===== config.mk =====
export PLATFORM = sky130hd
export DESIGN_NAME = restoring_divider_20bit_flat
export DESIGN_NICKNAME = d
export VERILOG_FILES = /design/src/rtl/restoring_divider_20bit_if.sv /design/src/rtl/restoring_divider_20bit.sv /design/src/flat_wrapper.sv
export SDC_FILE = /design/constraint.sdc
export NUM_CORES = 1
export LEC_CHECK = 0
export ABC_AREA = 1
export CORE_MARGIN = 3
export CORE_UTILIZATION = 55
export CTS_CLUSTER_SIZE = 10
export DETAILED_ROUTE_END_ITERATION = 6
export PLACE_DENSITY_LB_ADDON = 0.08
export SETUP_SLACK_MARGIN = 0.3
export SYNTH_ARGS = -nofsm -noshare
export SYNTH_HDL_FRONTEND = slang
export SYNTH_SLANG_ARGS = --single-unit

===== constraint.sdc =====
create_clock -name clk -period 2.5 [get_ports clk]
set_input_delay 0.25 -clock clk [delete_from_list [all_inputs] [get_ports clk]]
set_output_delay 0.25 -clock clk [all_outputs]
set_load 0.05 [all_outputs]

===== src/rtl/restoring_divider_20bit_if.sv =====
// Purpose : operand/result bundle between the solver controller and the 20-bit divider.
// Latency : n/a (wires only).
// Backpressure: start is only honoured while busy is low; a refused start is simply lost.
//
// Signals:
//   start      controller -> divider  request, sampled only while idle
//   dividend   controller -> divider  signed numerator, sampled on the accepting edge
//   divisor    controller -> divider  signed denominator, sampled on the accepting edge
//   busy       divider -> controller  division in flight
//   done       divider -> controller  one-cycle pulse, results valid this cycle
//   quotient   divider -> controller  signed quotient, truncated toward zero
//   remainder  divider -> controller  signed remainder, sign of dividend (or zero)
//   dbz        divider -> controller  divide-by-zero flag for the last result
//   v          divider -> controller  overflow flag for the last result
interface restoring_divider_20bit_if;
    logic        start;
    logic [19:0] dividend;
    logic [19:0] divisor;
    logic        busy;
    logic        done;
    logic [19:0] quotient;
    logic [19:0] remainder;
    logic        dbz;
    logic        v;

    modport master (
        output start, dividend, divisor,
        input  busy, done, quotient, remainder, dbz, v
    );

    modport slave (
        input  start, dividend, divisor,
        output busy, done, quotient, remainder, dbz, v
    );
endinterface


===== src/rtl/restoring_divider_20bit.sv =====
// Purpose : 20-bit signed restoring divider, one quotient bit per cycle, with dbz/overflow flags.
// Latency : fixed 22 cycles from the accepting edge to the done cycle, including dbz/overflow.
// Backpressure: busy high while in flight; start during busy is dropped, not queued.
//
// Ports:
//   clk  rising-edge clock
//   rst  synchronous active-high reset; aborts any division and clears all results
//   bus  slave side of restoring_divider_20bit_if (start/operands in, busy/done/results out)
module restoring_divider_20bit (
    input  logic                        clk,
    input  logic                        rst,
    restoring_divider_20bit_if.slave    bus
);

    localparam logic [1:0] S_IDLE = 2'd0;
    localparam logic [1:0] S_CALC = 2'd1;
    localparam logic [1:0] S_FIX  = 2'd2;

    localparam logic [4:0] LAST_ITER = 5'd19;

    logic [1:0]  state_q,    state_d;
    logic [4:0]  cnt_q,      cnt_d;
    logic [19:0] rem_q,      rem_d;       // partial remainder magnitude
    logic [19:0] dvd_q,      dvd_d;       // dividend magnitude, shifted out as quotient bits shift in
    logic [19:0] dsr_q,      dsr_d;       // divisor magnitude
    logic [19:0] orig_q,     orig_d;      // raw dividend, returned as remainder on divide-by-zero
    logic        neg_dvd_q,  neg_dvd_d;
    logic        neg_dsr_q,  neg_dsr_d;
    logic        dbz_pend_q, dbz_pend_d;
    logic        ovf_pend_q, ovf_pend_d;
    logic        busy_q,     busy_d;
    logic        done_q,     done_d;
    logic [19:0] quo_q,      quo_d;
    logic [19:0] rmd_q,      rmd_d;
    logic        dbz_q,      dbz_d;
    logic        v_q,        v_d;

    // Unsigned 20-bit magnitudes: |-524288| = 0x80000 fits without a 21st bit
    // because the value is treated as unsigned from here on.
    logic [19:0] dvd_abs;
    logic [19:0] dsr_abs;
    assign dvd_abs = bus.dividend[19] ? (~bus.dividend + 20'd1) : bus.dividend;
    assign dsr_abs = bus.divisor[19]  ? (~bus.divisor  + 20'd1) : bus.divisor;

    // Shift step and trial subtract. With a non-zero divisor the partial
    // remainder stays below the divisor (<= 2^19), so the shifted value fits in
    // 20 bits and bit 20 of the 21-bit difference is a clean borrow flag.
    // A zero divisor produces garbage here, but those results are overridden in FIX.
    logic [20:0] rem_shift;
    logic [20:0] trial;
    logic        trial_ok;
    assign rem_shift = {rem_q, dvd_q[19]};
    assign trial     = rem_shift - {1'b0, dsr_q};
    assign trial_ok  = ~trial[20];

    // Sign fix-up of the magnitudes for the final result.
    logic [19:0] quo_signed;
    logic [19:0] rem_signed;
    assign quo_signed = (neg_dvd_q ^ neg_dsr_q) ? (~dvd_q + 20'd1) : dvd_q;
    assign rem_signed = neg_dvd_q ? (~rem_q + 20'd1) : rem_q;

    always_comb begin
        state_d    = state_q;
        cnt_d      = cnt_q;
        rem_d      = rem_q;
        dvd_d      = dvd_q;
        dsr_d      = dsr_q;
        orig_d     = orig_q;
        neg_dvd_d  = neg_dvd_q;
        neg_dsr_d  = neg_dsr_q;
        dbz_pend_d = dbz_pend_q;
        ovf_pend_d = ovf_pend_q;
        busy_d     = busy_q;
        done_d     = 1'b0;
        quo_d      = quo_q;
        rmd_d      = rmd_q;
        dbz_d      = dbz_q;
        v_d        = v_q;

        case (state_q)
            S_IDLE: begin
                if (bus.start) begin
                    neg_dvd_d  = bus.dividend[19];
                    neg_dsr_d  = bus.divisor[19];
                    dvd_d      = dvd_abs;
                    dsr_d      = dsr_abs;
                    orig_d     = bus.dividend;
                    rem_d      = 20'd0;
                    cnt_d      = 5'd0;
                    dbz_pend_d = (bus.divisor == 20'd0);
                    ovf_pend_d = (bus.dividend == 20'h80000) && (bus.divisor == 20'hFFFFF);
                    busy_d     = 1'b1;
                    state_d    = S_CALC;
                end
            end

            S_CALC: begin
                rem_d = trial_ok ? trial[19:0] : rem_shift[19:0];
                dvd_d = {dvd_q[18:0], trial_ok};
                cnt_d = cnt_q + 5'd1;
                if (cnt_q == LAST_ITER) begin
                    state_d = S_FIX;
                end
            end

            S_FIX: begin
                if (dbz_pend_q) begin
                    // Saturate toward the dividend's sign; hand the dividend back unchanged.
                    quo_d = neg_dvd_q ? 20'h80000 : 20'h7FFFF;
                    rmd_d = orig_q;
                    dbz_d = 1'b1;
                    v_d   = 1'b0;
                end else if (ovf_pend_q) begin
                    // -524288 / -1 has no 20-bit representation; saturate positive.
                    quo_d = 20'h7FFFF;
                    rmd_d = 20'd0;
                    dbz_d = 1'b0;
                    v_d   = 1'b1;
                end else begin
                    quo_d = quo_signed;
                    rmd_d = rem_signed;
                    dbz_d = 1'b0;
                    v_d   = 1'b0;
                end
                done_d  = 1'b1;
                busy_d  = 1'b0;
                state_d = S_IDLE;
            end

            default: begin
                busy_d  = 1'b0;
                state_d = S_IDLE;
            end
        endcase
    end

    always_ff @(posedge clk) begin
        if (rst) begin
            state_q    <= S_IDLE;
            cnt_q      <= 5'd0;
            rem_q      <= 20'd0;
            dvd_q      <= 20'd0;
            dsr_q      <= 20'd0;
            orig_q     <= 20'd0;
            neg_dvd_q  <= 1'b0;
            neg_dsr_q  <= 1'b0;
            dbz_pend_q <= 1'b0;
            ovf_pend_q <= 1'b0;
            busy_q     <= 1'b0;
            done_q     <= 1'b0;
            quo_q      <= 20'd0;
            rmd_q      <= 20'd0;
            dbz_q      <= 1'b0;
            v_q        <= 1'b0;
        end else begin
            state_q    <= state_d;
            cnt_q      <= cnt_d;
            rem_q      <= rem_d;
            dvd_q      <= dvd_d;
            dsr_q      <= dsr_d;
            orig_q     <= orig_d;
            neg_dvd_q  <= neg_dvd_d;
            neg_dsr_q  <= neg_dsr_d;
            dbz_pend_q <= dbz_pend_d;
            ovf_pend_q <= ovf_pend_d;
            busy_q     <= busy_d;
            done_q     <= done_d;
            quo_q      <= quo_d;
            rmd_q      <= rmd_d;
            dbz_q      <= dbz_d;
            v_q        <= v_d;
        end
    end

    assign bus.busy      = busy_q;
    assign bus.done      = done_q;
    assign bus.quotient  = quo_q;
    assign bus.remainder = rmd_q;
    assign bus.dbz       = dbz_q;
    assign bus.v         = v_q;

endmodule


===== src/flat_wrapper.sv =====
// flat-port wrapper written by rule: the top's interface ports become plain ports
module restoring_divider_20bit_flat 
  (clk, rst, bus_start, bus_dividend, bus_divisor, bus_busy, bus_done, bus_quotient, bus_remainder, bus_dbz, bus_v);
  restoring_divider_20bit_if bus_i ();
  input  logic clk;
  input  logic rst;
  input wire logic [$bits(bus_i.start)-1:0] bus_start;
  input wire logic [$bits(bus_i.dividend)-1:0] bus_dividend;
  input wire logic [$bits(bus_i.divisor)-1:0] bus_divisor;
  output wire logic [$bits(bus_i.busy)-1:0] bus_busy;
  output wire logic [$bits(bus_i.done)-1:0] bus_done;
  output wire logic [$bits(bus_i.quotient)-1:0] bus_quotient;
  output wire logic [$bits(bus_i.remainder)-1:0] bus_remainder;
  output wire logic [$bits(bus_i.dbz)-1:0] bus_dbz;
  output wire logic [$bits(bus_i.v)-1:0] bus_v;
  assign bus_i.start = bus_start;
  assign bus_i.dividend = bus_dividend;
  assign bus_i.divisor = bus_divisor;
  assign bus_busy = bus_i.busy;
  assign bus_done = bus_i.done;
  assign bus_quotient = bus_i.quotient;
  assign bus_remainder = bus_i.remainder;
  assign bus_dbz = bus_i.dbz;
  assign bus_v = bus_i.v;
  restoring_divider_20bit u_core (.clk(clk), .rst(rst), .bus(bus_i));
endmodule

==> Word-level counts from Yosys, hierarchy flattened <==
Cells that the tools add are included.
{ "op_classes": {"add_sub_neg": 6, "reduce_logical": 8, "bitwise": 7, "order_cmp": 0, "n_div": 0, "eq_ne": 7, "n_shift": 0, "mux": 25, "mul": 0} }
{ "ops": {"columns": ["op", "n"], "rows": [
  ["20-bit 2-to-1 mux", 12],
  ["20-bit by 1-bit adder with 20-bit output (second input constant)", 4],
  ["20-bit NOT", 4],
  ["20-bit one-hot mux with 2 select lines", 2],
  ["20-bit equality test (second input constant)", 2],
  ["21-bit by 20-bit subtractor with 21-bit output", 1],
  ["20-bit zero test", 1],
  ["5-bit one-hot mux with 2 select lines", 1],
  ["2-bit AND reduction", 4],
  ["5-bit by 1-bit adder with 5-bit output (second input constant)", 1],
  ["5-bit equality test (second input constant)", 1],
  ["1-bit 2-to-1 mux", 5],
  ["5-bit 2-to-1 mux", 1],
  ["2-bit 2-to-1 mux", 2],
  ["2-bit one-hot mux with 2 select lines", 1],
  ["2-bit by 1-bit equality test with 1-bit output (second input constant)", 1],
  ["2-bit equality test (second input constant)", 1],
  ["2-bit zero test", 1],
  ["2-bit by 1-bit != test with 1-bit output (second input constant)", 1],
  ["2-bit != test (second input constant)", 1],
  ["1-bit NOT", 2],
  ["1-bit one-hot mux with 2 select lines", 1],
  ["2-bit nonzero test", 1],
  ["1-bit logical AND", 1],
  ["1-bit XOR", 1]
]} }
{ "word_totals": {"elab_cells": 69, "ff_bits": 135, "inputBits": 43, "mem_bits_ro": 0, "latch_bits": 0, "n_memories": 0, "output_inout_bits": 44, "ram_bits": 0} }

==> Longest topological paths before layout <==
Gate-level depths: netlist of run 1.
{ "depth": {"ltp_word": 5, "depth_mapped": 16, "mapped_depth_nobuf": 15} }

==> Worst setup path before layout of run 1 <==
Ideal clock, no wire load.
{ "synth_path": {"path_type": "register -> register", "from": "reg u_core.dvd_q[19]", "to": "reg u_core.rem_q[9]", "required_time_ps": 2380, "path_stages_with_launch": 15, "setup_ps": 120, "slack_ps": 388, "t_arrival_ps": 1993, "path_cell_list": "dfxtp_1 inv_1 ha_1 fa_1 inv_1 nand3_1 nand3_1 nand3b_4 nand3_2 nand2_4 nand2_4 buf_6 nand2_1 o211ai_1 nand2_1"} }
{ "synth_via": {"elab_chain_cells": 3} }
{ "synth_rtl": {"columns": ["element", "line_no", "source"], "rows": [
  ["from (decl)", "restoring_divider_20bit.sv:24", "logic [19:0] dvd_q, dvd_d;"],
  ["from (signal assigned)", "restoring_divider_20bit.sv:159", "dvd_q <= dvd_d;"],
  ["21-bit by 20-bit subtractor with 21-bit output", "restoring_divider_20bit.sv:53", "assign trial = rem_shift - {1'b0, dsr_q};"],
  ["20-bit 2-to-1 mux", "restoring_divider_20bit.sv:98", "rem_d = trial_ok ? trial[19:0] : rem_shift[19:0];"],
  ["20-bit one-hot mux with 2 select lines", "restoring_divider_20bit.sv:80", "case (state_q)"],
  ["to (signal assigned)", "restoring_divider_20bit.sv:158", "rem_q <= rem_d;"],
  ["to (decl)", "restoring_divider_20bit.sv:23", "logic [19:0] rem_q, rem_d;"]
]} }
No other way between the ends.
A chain may end at the register's enable or synchronous reset.

==> Worst setup path in the final report of run 1 <==
{ "layout_path": {"from": "reg u_core.dsr_q[16]", "to": "reg u_core.rem_q[11]"} }
{ "layout_via": {"elab_chain_cells": 3} }
{ "layout_rtl": {"columns": ["element", "line_no", "source"], "rows": [
  ["from (decl)", "restoring_divider_20bit.sv:25", "logic [19:0] dsr_q, dsr_d;"],
  ["from (signal assigned)", "restoring_divider_20bit.sv:160", "dsr_q <= dsr_d;"],
  ["21-bit by 20-bit subtractor with 21-bit output", "restoring_divider_20bit.sv:53", null],
  ["20-bit 2-to-1 mux", "restoring_divider_20bit.sv:98", null],
  ["20-bit one-hot mux with 2 select lines", "restoring_divider_20bit.sv:80", null]
]} }
No other way between the ends.

==> results.md, run 1 <==
Status:
- The flow ran to the end, and the final reports show no timing, DRC or antenna violations.

Finish:
- The filler cell count in the final layout is 1227.
- The area added between synthesis and finish is 26.5%.
- At the end of the flow, the number of nets in the layout was 1503.
- Measured on the finished design, the core utilization comes to 72.5%.
- The number of antenna diodes in the final layout is 0.
- Of the cells placed in the final design, the portion with a size suffix greater than 1 is 11.8%.
- Leaving out filler cells and counting taps, the final layout contains 1630.

Synthesis:
- By area the synthesized netlist is led by sky130_fd_sc_hd__dfxtp_1, sky130_fd_sc_hd__nand2_1, sky130_fd_sc_hd__inv_1.
- After synthesis, the netlist uses 49 different library cells.
- The count of state elements after synthesis is 134.
- Of all cell types, the one taking the most synthesized area is sky130_fd_sc_hd__dfxtp_1.
- The number of enable flip-flop cells after synthesis is 0.
- The total number of yosys warnings is 0.
- The synthesized design devotes to its leading area cell type 31.6% of total area.
- Counting instances in the post-synthesis netlist gives the leading cell types as sky130_fd_sc_hd__nand2_1, sky130_fd_sc_hd__inv_1, sky130_fd_sc_hd__dfxtp_1, sky130_fd_sc_hd__nand3_1, sky130_fd_sc_hd__nor2_1.
- Counting flops with an async set or reset pin after synthesis yields a share of 0%.
- The fraction of the yosys area taken by sequential cells is 31.6%.
- Synthesis produced 1331 cells.
- Yosys instantiated no cell more often than sky130_fd_sc_hd__nand2_1.
- The average footprint of a synthesized cell is 6.38 µm².
- Counting every net in the synthesized netlist gives 1401.
- The dominant synthesized flop cell is sky130_fd_sc_hd__dfxtp_1.
- The synthesized netlist occupies a cell area of 8500 µm².

Worst hold path:
- The worst hold path was traced through 2 stages.
- The worst min-delay path category is in -> reg.
- The worst hold path begins at rst.

Timing:
- The final critical path takes up 88.7% of the cycle.
- The count of pins over their slew limit is 0.
- The summed negative setup slack over all endpoints is 0 ns.
- The achievable clock frequency is 0.451 GHz.
- On the final layout, the worst hold slack is 0.144 ns.
- The final worst clock skew is 0.00960 ns.
- Setup violations remaining at the end of the flow were counted as 0.
- The smallest clock period supported by the final layout is computed as 2.22 ns.
- Setup slack closes at 0.283 ns.
- The worst-case headroom to the max-slew limit is 44.9%.
- Setup repair after global routing could not meet its margin everywhere.
- At the pin with the least slew margin, the transition time is 0.823 ns.
- The number of hold violations in the final report is 0.

Critical path:
- The sort of element at the start of the critical path is a flop.
- In this run the critical register-to-register path is launched from u_core.dsr_q[16]$_SDFFE_PP0P_.
- The data required time at the worst endpoint is 2.84 ns.
- Of all nets on the critical path, the largest fanout is 6.
- The setup path with the least slack is of type reg -> reg.
- The logic depth of the worst register-to-register path is 12.
- For the worst setup path, the data arrival time is 2.56 ns.
- STA classifies the critical path endpoint as a flop.
- The critical path starts at u_core.dsr_q[16]$_SDFFE_PP0P_.

Route:
- The routed layout has 9508 vias.
- The total iterations of the first detailed-routing run is 5.
- The total wirelength of the detailed-routed design is 27.7 mm.
- The number of vias per cell after detailed routing is 5.83.
- The post-detailed-route wirelength per cell is 17.0 µm.
- For this block, the initial DRC count from the detailed router was 1208.
- After detailed routing, the number of remaining DRC violations is 0.
- The residual antenna-violating net count after detailed routing is 0.

Global routing:
- The initial antenna violation count is 0.
- Entering global routing, the biggest net connects 54 pins.
- Summed over all layers, the global routing overflow is 0.
- The first-pass GRT wire length is 42.4 mm.
- The number of global-route vias before repair is 8276.
- The global-route total usage across every layer is 31.6%.

Pwr:
- The cell area power density is 740 nW/µm².
- The peak supply drop is 0.620 mV.
- The static leakage is 4.70 nW.

Clock network:
- The buffer cell driving the clock tree root is sky130_fd_sc_hd__clkbuf_16.
- The H-tree depth reported by CTS is 4.
- The longest clock path from root to sink contains 2 buffers.
- The number of clock buffers added by TritonCTS is 17.
- The hold buffer count at CTS is 0.
- After clock tree synthesis, the clock-pin slew on the worst setup and hold paths is 0.06 ns.
- For the worst-skew pair, the clock arrives at the later sink with an insertion delay of 0.43 ns.
- The CTS sink count is 134.
- TritonCTS built the clock tree.

Placement:
- Once detailed placement completed, the half-perimeter wirelength came to 19.4 mm.
- The count of input and output buffers is 86.
- The routability-driven placement congestion ratio is 0.931.
- Including well taps, the total number of placed cells is 1579.
- The pre-CTS setup slack is 0.0781 ns.

Die:
- The floorplan step defined a die boundary enclosing 17000 µm².
- The die height is 130 µm.
- Pin placement for this block handled 87 I/O pins.
- The x dimension of the die is 130 µm.
- Once the floorplan was initialized, standard cells occupied 57.4% of the core.
- The row count is 44.
- After floorplanning, the core was sized to cover 14800 µm².

Flow run:
- The number of maximum-capacitance constraint violations is 0.
==> metrics by stage <==
stage               power (mW)  instance area [µm²]
floorplan                 4.28                 8500
global placement          4.95                 9590
detailed placement        4.99                 9590
CTS                       7.50                10300
global route              8.36                10700
finish                    7.95                10700
==> layout by cell type (no fill, tap or decap), types with 4 or more instances in the layout <==
master and instances:
sky130_fd_sc_hd__nand2_1 337, sky130_fd_sc_hd__inv_1 163, sky130_fd_sc_hd__dfxtp_1 125, sky130_fd_sc_hd__nand3_1 112, sky130_fd_sc_hd__nor2_1 101, sky130_fd_sc_hd__a21oi_1 99, sky130_fd_sc_hd__o21ai_0 88, sky130_fd_sc_hd__clkdlybuf4s50_1 85
sky130_fd_sc_hd__buf_4 39, sky130_fd_sc_hd__nand4_1 19, sky130_fd_sc_hd__nor3_1 17, sky130_fd_sc_hd__xor2_1 17, sky130_fd_sc_hd__clkbuf_16 17, sky130_fd_sc_hd__ha_4 16, sky130_fd_sc_hd__nand2_2 14, sky130_fd_sc_hd__a22oi_1 10
sky130_fd_sc_hd__a31oi_1 10, sky130_fd_sc_hd__xnor2_1 10, sky130_fd_sc_hd__ha_1 10, sky130_fd_sc_hd__nand3b_1 9, sky130_fd_sc_hd__o211ai_1 9, sky130_fd_sc_hd__nor2_2 8, sky130_fd_sc_hd__o22ai_1 8, sky130_fd_sc_hd__a211oi_1 8
sky130_fd_sc_hd__dfxtp_2 8, sky130_fd_sc_hd__or2_2 7, sky130_fd_sc_hd__o31ai_1 7, sky130_fd_sc_hd__inv_2 6, sky130_fd_sc_hd__nor4_1 6, sky130_fd_sc_hd__o221ai_1 6, sky130_fd_sc_hd__inv_6 6, sky130_fd_sc_hd__nand2_4 5
sky130_fd_sc_hd__nand2_8 5, sky130_fd_sc_hd__nand3_2 4, sky130_fd_sc_hd__o21bai_1 4, sky130_fd_sc_hd__a32o_1 4, sky130_fd_sc_hd__clkinv_4 4
==> power breakdown <==
group | total [mW] | switching [mW] | internal (mW)
clock | 2.43 | 1.04 | 1.39
combinational | 3.10 | 1.98 | 1.12
sequential | 2.42 | 0.143 | 2.28
total | 7.95 | 3.16 | 4.79
==> cell families after synthesis <==
logic type	Yosys count	share of synthesized area, %
buffers and inverters	223	10.0
flip-flops	134	31.6
AND/OR/NAND/NOR	654	33.6
XOR/XNOR	27	2.78
adder cells (fa/ha/maj)	27	4.06
AO/OA/AOI/OAI	266	17.9
==> per-layer routing <==
layer	GRT usage [%]	vias to the layer above	part of all wire [%]
li1	-	4625	-
met4	8.44	0	2.4
met1	46.3	4326	44
met2	48.0	495	44
met3	5.49	62	9.8
met5	0	-	0
==> critical path, cell delays in order, from the launching register on <==
cell	delay, ns
sky130_fd_sc_hd__dfxtp_1	0.30
sky130_fd_sc_hd__inv_1	0.13
sky130_fd_sc_hd__ha_4	0.34
sky130_fd_sc_hd__nand2_2	0.09
sky130_fd_sc_hd__nor2_4	0.13
sky130_fd_sc_hd__and2_4	0.20
sky130_fd_sc_hd__nand3b_4	0.14
sky130_fd_sc_hd__nand3_4	0.21
sky130_fd_sc_hd__buf_6	0.13
sky130_fd_sc_hd__nand2_4	0.06
sky130_fd_sc_hd__nand3_1	0.11
sky130_fd_sc_hd__nand3_1	0.11
sky130_fd_sc_hd__a21oi_1	0.17
==> sequential cells by signal, summed over array words and instances (netlist names), 2 cells and up <==
name,count
u_core.bus.quotient,20
u_core.bus.remainder,20
u_core.cnt_q,5
u_core.dsr_q,20
u_core.dvd_q,20
u_core.orig_q,19
u_core.rem_q,20
u_core.state_q,2
==> final timing paths <==
kind / endpoint / slack [ns]
max: u_core.rem_q[11]$_SDFFE_PP0P_ / 0.28
min: u_core.orig_q[0]$_SDFFE_PP0P_ / 0.14
max reg2reg: u_core.rem_q[11]$_SDFFE_PP0P_ / 0.28
min reg2reg: u_core.orig_q[6]$_SDFFE_PP0P_ / 0.45
==> area by class of cell <==
type	instances	area, µm²	area share (%)
repair buffers	127	1180	11.0
multi-input cells	980	5420	50.4
clock buffers	17	425	3.96
clock inverters	15	143	1.33
well taps	184	230	2.14
flip-flops and latches	134	2700	25.1
inverters	173	652	6.07
==> repair_timing <==
action                                  4_1_cts  5_1_grt
gates cloned                                  2        4
resized for setup                            14       69
pin swaps                                     5       18
endpoints found under the setup margin       22       28
setup buffers                                 0       13
Power figures use the tool's default switching activity.
==> run 2: changes to the inputs <==
--- a/config.mk
+++ b/config.mk
@@ -7,7 +7,7 @@
 export LEC_CHECK = 0
 export ABC_AREA = 1
 export CORE_MARGIN = 3
-export CORE_UTILIZATION = 55
+export CORE_UTILIZATION = 52
 export CTS_CLUSTER_SIZE = 10
 export DETAILED_ROUTE_END_ITERATION = 6
 export PLACE_DENSITY_LB_ADDON = 0.08
==> constraint.sdc (replaced) <==
create_clock -name clk -period 1.8 [get_ports clk]
set_input_delay 0.18 -clock clk [delete_from_list [all_inputs] [get_ports clk]]
set_output_delay 0.18 -clock clk [all_outputs]
set_load 0.05 [all_outputs]
==> results.md, run 2 (synthesis gave the netlist of run 1 again) <==
Route:
- The post-detailed-route wirelength per cell was 18.3 µm (+7.8%).
- The residual antenna-violating net count after detailed routing is 0 (unchanged).
- The total iterations of the first detailed-routing run is 7 (+2).
- The count of unresolved DRC violations after routing is 12 (+12).
- The total wirelength of the detailed-routed design was 34.2 mm (+24%).
- The number of vias per cell after detailed routing was 5.83 (about the same).
- The initial DRC count was 1534 (+27%).
- The number of vias after detailed routing is 10900 (+15%).

Pwr:
- The clock share of power came to 25.8% (-4.7 points).
- The static leakage is 6.15 nW (+31%).
- The cell area power density is 1010 nW/µm² (+36%).
- The net switching power is 5.50 mW (+74%).
- The peak supply drop is 0.892 mV (+44%).
- The internal power of the cells came to 7.89 mW (+65%).
- The sequential share of power is 25.1% (-5.4 points).
- The combinational group share of total power is 49.0% (+10 points).
- The switching power share of the total is 41.1% (+1.3 points).

Timing:
- The number of hold violations in the final report is 0 (unchanged).
- The count of pins over their slew limit is 0 (unchanged).
- The least setup slack across all paths after layout is -0.350 ns (-0.634 ns).
- The setup violation total in the final timing report is 22 (+22).
- The post-route fraction of the period consumed by the critical path came to 119% (+31 points).
- The achievable clock frequency is 0.465 GHz (+3.1%).
- Setup repair after global routing could not meet its margin everywhere.
- The final critical delay including setup and external delays is 2.15 ns (-0.0661 ns).
- The worst-case headroom to the max-slew limit is 58.7% (+14 points).
- The final worst clock skew is 0.0122 ns (+0.00258 ns).
- The summed negative setup slack over all endpoints is -5.37 ns (-5.37 ns).
- The pin slew with the least headroom to its limit is 0.619 ns (-0.204 ns).

Die:
- The initial core utilization was 53.3% (-4.1 points).
- The area enclosed by the die boundary was 17900 µm² (+5.5%).
- The row count is 46 (+4.5%).
- The die height is 134 µm (+2.7%).
- The count of boundary I/O pins is 87 (unchanged).
- The core region area came to 15900 µm² (+7.7%).
- The x dimension of the die was 134 µm (+2.7%).

Clock network:
- The number of buffers inserted during clock tree synthesis is 17 (unchanged).
- The clock-pin slew of the registers on the worst-case setup and hold paths is 0.07 ns (about the same).
- The buffer cell driving the clock tree root is sky130_fd_sc_hd__clkbuf_16.
- The H-tree depth reported by CTS was 4 (unchanged).
- The CTS sink count is 134 (unchanged).
- The maximum count of clock buffers along a single path is 2 (unchanged).
- The insertion delay to the later sink of the worst-skew pair is 0.44 ns (about the same).
- The hold buffer count at CTS is 0 (unchanged).
- The CTS tree is yes.

Critical path:
- STA classifies the critical path startpoint as a flop.
- By startpoint and endpoint, the worst setup path is classified as reg -> reg.
- The worst endpoint data arrival time is 2.46 ns (-0.10 ns).
- The critical path endpoint category is a flop.
- The top fanout value on the critical path is 15 (+9).
- The logic depth of the worst register-to-register path is 12 (unchanged).
- The data required time at the worst endpoint is 2.11 ns (-0.73 ns).

Finish:
- The post-route standard cell area excluding fillers is 13300 µm² (+24%).
- The ratio of cells with drive above 1 in the final layout is 33.6% (+22 points).
- The number of nets at the end of the flow came to 1712 (+14%).
- The number of antenna repair diodes is 0 (unchanged).
- The library cell used most frequently in the layout, excluding fill and tap cells, is sky130_fd_sc_hd__nand2_1.
- Leaving out fill and tap cells, the most frequent cells in the layout are sky130_fd_sc_hd__nand2_1, sky130_fd_sc_hd__buf_4, sky130_fd_sc_hd__inv_1.
- The area added between synthesis and finish is 56.8%.

Global routing:
- The initial antenna violation count came to 0 (unchanged).
- The maximum number of pins on one net before global-route repair is 47 (-13%).
- The remaining global-route overflow was 0 (unchanged).
- The first-pass GRT wire length is 50.1 mm (+18%).
- The number of global-route vias before repair is 9787 (+18%).
- The global-route total usage across every layer is 34.9% (+3.3 points).

Placement:
- The pre-CTS setup slack was -0.330 ns (-0.408 ns).
- The count of input and output buffers is 86 (unchanged).
- The area of placed instances is 11100 µm² (+16%).
- The routability-driven placement congestion ratio is 0.990 (+6.3%).
- The HPWL after detailed placement is 22.2 mm (+14%).

Worst hold path:
- The worst min-delay path category is in -> reg.
- The hold path depth is 4 (+2).

Status:
- The flow ran to the end, but the final reports show violations.
- The final reports fail on design-rule violations, negative setup slack.

Flow run:
- The number of maximum-capacitance constraint violations is 0 (unchanged).
-- run 2: cell types whose count changed in the layout (fill, tap and decap cells not counted), moves of 23 or more --
cell and change:
sky130_fd_sc_hd__nand2_1 -34, sky130_fd_sc_hd__nand3_2 +28, sky130_fd_sc_hd__clkdlybuf4s50_1 -58, sky130_fd_sc_hd__buf_6 +24
sky130_fd_sc_hd__buf_4 +183, sky130_fd_sc_hd__nand2_2 +23, sky130_fd_sc_hd__clkdlybuf4s15_1 +29, sky130_fd_sc_hd__nand3_1 -35
sky130_fd_sc_hd__o21ai_0 -30
-- run 2: timing repair --
item,4_1_cts,5_1_grt
setup endpoints to repair,125,121
resized for setup,229,216
setup buffers,27,26
pin swaps,62,78
-- run 2: final cells by class --
type	count	area, µm²
clock buffers	17	425
multi-input cells	974	6060
flip-flops and latches	134	2740
inverters	173	711
well taps	216	270
fillers	1010	2620
clock inverters	15	160
repair buffers	342	2950
-- run 2: metal layers --
layer  wire length (µm)  global-route usage (%)  share of wire [%]  vias to the layer above
met3               3540                    5.59                 10                      159
li1                   -                       -                  -                     5036
met5                  0                       0                  0                        -
met2              15600                    54.7                 46                      718
met4               1420                    11.9                4.2                        0
met1              13700                    49.0                 40                     4994
-- run 2: final timing paths --
check / startpoint / slack (ns) / to
setup / recovery: u_core.dsr_q[12]$_SDFFE_PP0P_ / -0.35 / u_core.rem_q[7]$_SDFFE_PP0P_
hold / removal: bus_dividend[3] / 0.14 / u_core.dvd_q[3]$_SDFFE_PP0P_
hold reg to reg: u_core.bus.quotient[7]$_SDFFE_PP0P_ / 0.46 / u_core.bus.quotient[7]$_SDFFE_PP0P_
setup reg to reg: u_core.dsr_q[12]$_SDFFE_PP0P_ / -0.35 / u_core.rem_q[7]$_SDFFE_PP0P_
-- run 2: critical path: stages (launching register included) --
cell,delay [ns]
sky130_fd_sc_hd__dfxtp_2,0.34
sky130_fd_sc_hd__inv_1,0.09
sky130_fd_sc_hd__ha_2,0.34
sky130_fd_sc_hd__nand2_1,0.08
sky130_fd_sc_hd__nor2_2,0.13
sky130_fd_sc_hd__and2_4,0.20
sky130_fd_sc_hd__nand3b_4,0.13
sky130_fd_sc_hd__nand3_4,0.14
sky130_fd_sc_hd__nand2_4,0.10
sky130_fd_sc_hd__nand2_8,0.15
sky130_fd_sc_hd__nand2_1,0.09
sky130_fd_sc_hd__nand3_1,0.13
sky130_fd_sc_hd__a21oi_1,0.09
-- run 2: through the flow --
step / hold slack [ns] / std cells / util (%) / total power [mW]
final: 0.137 / 1871 / 83.6 / 13.4
after global routing: 0.156 / 1871 / 83.6 / 14.0
after CTS: 0.0206 / 1845 / 78.2 / 12.2
after detailed placement: 0.451 / 1786 / 69.5 / 7.86
after global placement: 0.448 / 1786 / 69.5 / 7.78
after floorplan: 0.264 / 1331 / - / 6.07
-- run 2: power groups by stage --
stage	Combinational, mW	Sequential [mW]	Clock [mW]
floorplan	2.71	3.35	0
global placement	4.42	3.37	0
detailed placement	4.49	3.37	0
CTS	5.39	3.33	3.45
global route	6.99	3.37	3.59
finish	6.57	3.36	3.46
